$ cat config.mk
export PLATFORM = sky130hd
export DESIGN_NAME = adder_vec_mem
export DESIGN_NICKNAME = d
export VERILOG_FILES = /design/src/rtl/adder_chk_pkg.sv /design/src/rtl/adder_vec_mem.sv
export SDC_FILE = /design/constraint.sdc
export NUM_CORES = 1
export LEC_CHECK = 0
export CAP_MARGIN = 10
export CELL_PAD_IN_SITES_DETAIL_PLACEMENT = 1
export CELL_PAD_IN_SITES_GLOBAL_PLACEMENT = 2
export CORE_MARGIN = 2
export CORE_UTILIZATION = 45
export CTS_CLUSTER_DIAMETER = 150
export DETAILED_ROUTE_END_ITERATION = 10
export GPL_TIMING_DRIVEN = 0
export PLACE_DENSITY_LB_ADDON = 0.1
export REMOVE_ABC_BUFFERS = 1
export SETUP_SLACK_MARGIN = 0.2
export SYNTH_ARGS = -nofsm -noshare
export SYNTH_HDL_FRONTEND = slang
export SYNTH_SLANG_ARGS = --single-unit
$ cat constraint.sdc
create_clock -name clk -period 5.1 [get_ports clk]
set_clock_uncertainty 0.1 [all_clocks]
set_input_delay 1.02 -clock clk [delete_from_list [all_inputs] [get_ports clk]]
set_output_delay 1.02 -clock clk [all_outputs]
set_load 0.01 [all_outputs]
$ cat src/rtl/adder_chk_pkg.sv
// Shared types and default sizing for the adder vector checker.
// Holds the run FSM state encoding and the stored vector record layout.
package adder_chk_pkg;

  localparam int DEF_WIDTH  = 8;
  localparam int DEF_DEPTH  = 32;
  localparam int DEF_ADDR_W = 5;
  localparam int DEF_SETTLE = 1;
  localparam int DEF_ERR_W  = 8;

  typedef enum logic [1:0] {
    IDLE,
    APPLY,
    WAIT,
    DONE
  } state_t;

  // Stored vector record at default width; memory packs fields as {a, b, exp}.
  typedef struct packed {
    logic [DEF_WIDTH-1:0] a;
    logic [DEF_WIDTH-1:0] b;
    logic [DEF_WIDTH:0]   exp;
  } vec_t;

endpackage

$ cat src/rtl/adder_vec_mem.sv
// Vector register file: synchronous write, asynchronous read.
// Contents are intentionally not reset so vectors survive a run abort.
module adder_vec_mem
  import adder_chk_pkg::*;
#(
  parameter int WIDTH  = DEF_WIDTH,
  parameter int DEPTH  = DEF_DEPTH,
  parameter int ADDR_W = DEF_ADDR_W
) (
  input  logic              clk,
  input  logic              wr_en_i,
  input  logic [ADDR_W-1:0] wr_addr_i,
  input  logic [3*WIDTH:0]  wr_data_i,
  input  logic [ADDR_W-1:0] rd_addr_i,
  output logic [3*WIDTH:0]  rd_data_o
);

  logic [3*WIDTH:0] mem_q [DEPTH];

  always_ff @(posedge clk) begin
    if (wr_en_i) begin
      mem_q[wr_addr_i] <= wr_data_i;
    end
  end

  assign rd_data_o = mem_q[rd_addr_i];

endmodule

* Yosys cells after proc, flatten, opt, wreduce, memory -nomap -nowiden
Memories as Yosys holds them, arrays and structs flattened. Index checks and enable logic that the tools add are counted.
Storage, ports and cells: output and inout bits 25, logic and storage cells 3, RAM bits 800, memory bits (read-only) 0, memories kept 1, bits in latches 0, register bits 0
Cells by class: bitwise logic cells 0, add/sub/neg operators 0, shift-type cells 0, divide/modulo/power cells 0, reduce and logical (&&, ||, !) cells 0, eq/ne operators 0, multipliers 0, multiplexer cells 2, order comparisons 0
Memory list:
- mem_q | words 32, bits a word 25, read ports 1, clocked after Yosys merged registers in 0, wr ports 1, RTL line adder_vec_mem.sv:18 | logic [3*WIDTH:0] mem_q [DEPTH];
Operators by type and width (count):
- 2-to-1 mux 1 bit | 2

* Logic depth before layout (Yosys ltp)
depth after elaboration 2, gate-level depth with buffers 8

* Least setup slack after synthesis
No wires, ideal clock.
path type input port to flip-flop, start input wr_addr_i[1], end memory mem_q[12][0] (netlist bit) (enable), stages 3, arrival 2744 ps, slack 1850 ps, library setup time 407 ps, buffers on the path 1, path through or3b_2 clkbuf_1 nor2_1
RTL lines:
- from (decl) | RTL line adder_vec_mem.sv:12 | input logic [ADDR_W-1:0] wr_addr_i,
- to (decl) | RTL line adder_vec_mem.sv:18
No word-level cell before the write port.

* Worst setup path after layout
start input rd_addr_i[2], end output rd_data_o[23]
Between the ends: cells in the longest elaborated chain, start to end 1
RTL lines:
- from (decl) | RTL line adder_vec_mem.sv:14 | input logic [ADDR_W-1:0] rd_addr_i,
- memory (32 x 25 bit)
- to (decl) | RTL line adder_vec_mem.sv:15 | output logic [3*WIDTH:0] rd_data_o
Every way passes these cells.

==> out/metrics.yaml <==
layout.cells.non_filler: 2854
finalCriticalPeriod_ns: 4.67
routabilityCongestion: 0.702
grt_pass1_vias: 16929
initial_utilization_pct: 45.6
slew_violations: 0
path_max_fanout: 54
worst_ep_required_time_ns: 3.98
synthToLayoutAreaGrowth_pct: 16.2
synth.top_cell.area_share_pct: 76.7
internal_power_mw: 10.8
grt_first_pass_wirelength_um: 116000
port_buffers: 61
grt_max_degree: 88
status: "finished, final reports clean"
syn_inst: 1753
end_kind: "primary output"
synth_cell_types: 25
drc: 0
die_x_um: 268
nets: 1898
slew_headroom_pct: 26.1
path_clk_slew_ns: 0.06
ir_drop_mv: 0.287
hold_path.class: "in -> reg"
synthArstFlopShare_pct: 0
drt_iter0_markers: 1231
firstDrtPassIters: 4
drive_gt1_share_pct: 11.0
power.switching_mw: 2.92
reg_top3: "mem_q: 800 flops"
track_usage_pct: 22.7
cts_tree: "done"
coreArea_um2: 68700
yosys.area.top_type: "edfxtp_1"
critical_path_arrival_ns: 3.55
crit_path_start_kind: "primary input"
htreeDepth: 3
path_cells: "clkdlybuf4s15_2, and2_4, buf_16, a22o_1, nor3_1, a31oi_1, nand3_1, clkdlybuf4s50_1"
clockRootBuffer: "clkbuf_16"
die_area_um2: 71700
ys_ff_latch: 800
critical_path_class: "in -> out"
yosysWarnings: 0
hold_ws_ns: 1.57
fill_cells: 6235
power.density_nw_per_um2: 378
cts_num_sinks: 800
totalWireLength_um: 80600
wl_per_cell_um: 28.2
yosysSeqAreaShare_pct: 76.7
power.combinational.fraction_pct: 5.7
p_leak_nw: 12.4
largest_reg_flops: 800
mostFrequentLayoutCells: "edfxtp_1 (800), mux2i_1 (400), clkbuf_16 (88)"
vias_per_cell: 5.67
largest_register: "mem_q"
power.share.sequential_pct: 53.4
cp_slowest_cell: "clkdlybuf4s50_1"
critical-path-max-stage-delay_ns: 0.51
rsz0062_at_grt: "false"
die_y_um: 268
vias: 16174
hold_viol_final: 0
drv_cap: 0
ys.flop_type: "edfxtp_1"
finalCritPeriodShare_pct: 91.5
fmax_ghz: 0.214
layout_commonest_cell: "edfxtp_1"
clockPowerShare_pct: 40.9
worst_slew_pin_slew_ns: 1.11
avgSynthCellArea_um2: 17.9
antenna_found_initial: 1
numCtsBuffers: 83
swShare_pct: 21.3
synth-edff-count: 800
overflow: 0
cts.path.max_buffers: 3
setup_violations: 0
place_hpwl_um: 45400
synthTopCellsByArea: "edfxtp_1 (77%), mux2i_1 (13%), a22oi_1 (1.8%)"
placed_cells: 2698
rows: 96
boundaryPins: 62
ant_nets: 0
syn_area_um2: 31300
## area by class of cell
cell class	instances	area [um2]	share of cell area, %
Clock inverter	37	219	0.602
Sequential cell	800	24000	66.0
Tap cell	931	1160	3.20
Timing Repair Buffer	121	1870	5.14
Multi-Input combinational cell	855	6860	18.8
Clock buffer	109	2260	6.21
Antenna cell	1	2.50	0.00687
## metal layers
metal  routed length (um)  GRT usage, %  share of wire [%]
met2                40700          38.9                 51
met1                34500          29.7                 43
met5                    0             0                  0
met4                 1910          6.79                2.4
met3                 3430          3.77                4.3
## cells in the mapped netlist (22+ instances only)
master    number
a22o_1        50
mux2i_1      400
a22oi_1       75
buf_2         30
edfxtp_1     800
nand3_1       77
a21oi_1       75
nand2_1       77
nor2_1        33
nor3_1        25
a31oi_1       25
buf_6         22
## logic make-up (layout without fill, tap and decap cells)
kind of cell	after synthesis	count (layout)	share of synthesized area, %
simple gates	228	230	3.33
compound gates	225	225	4.89
mux	400	400	12.8
buf+inv	100	267	2.31
flops	800	800	76.7
other cells	0	1	0
## per-stage QoR
| step | utilization, % | power (mW) | setup WS, ns | setup TNS [ns] | cell area, um2 |
|---|---|---|---|---|---|
| floorplan | - | 7.79 | -1.02 | -25.48 | 30600 |
| global placement | 47.1 | 8.64 | -18.46 | -731.76 | 32400 |
| detailed placement | 49.2 | 8.26 | -0.248 | -2.49 | 33800 |
| CTS | 52.9 | 13.9 | 0.346 | 0 | 36400 |
| global route | 53.0 | 14.2 | 0.278 | 0 | 36400 |
| finish | 53.0 | 13.7 | 0.432 | 0 | 36400 |
## final timing paths
check	end	startpoint	cells after the start
worst max-delay path	rd_data_o[23]	rd_addr_i[2]	8
worst min-delay path	mem_q[14][11]$_DFFE_PP_	wr_data_i[11]	1
## power by group through the flow
stage | clock network, mW | registers (mW) | logic [mW]
global placement | 0 | 7.48 | 1.16
detailed placement | 0 | 7.48 | 0.777
global route | 5.98 | 7.34 | 0.848
CTS | 5.74 | 7.34 | 0.797
floorplan | 0 | 7.47 | 0.319
finish | 5.62 | 7.34 | 0.789
## timing repair
action	4_1_cts	5_1_grt
cloned	3	1
buffers inserted	5	0
endpoints found under the setup margin	25	2
pin swaps	2	0
endpoints found under the hold margin	0	0
resized for setup	6	0
hold buffers	0	0
## critical path, delay by kind of cell
| family | cells | cell delay (ns) |
|---|---|---|
| AO/OA/AOI/OAI | 2 | 0.58 |
| AND/OR/NAND/NOR | 3 | 0.63 |
| buffers and inverters | 3 | 1.24 |
(Power assumes the default switching activity.)
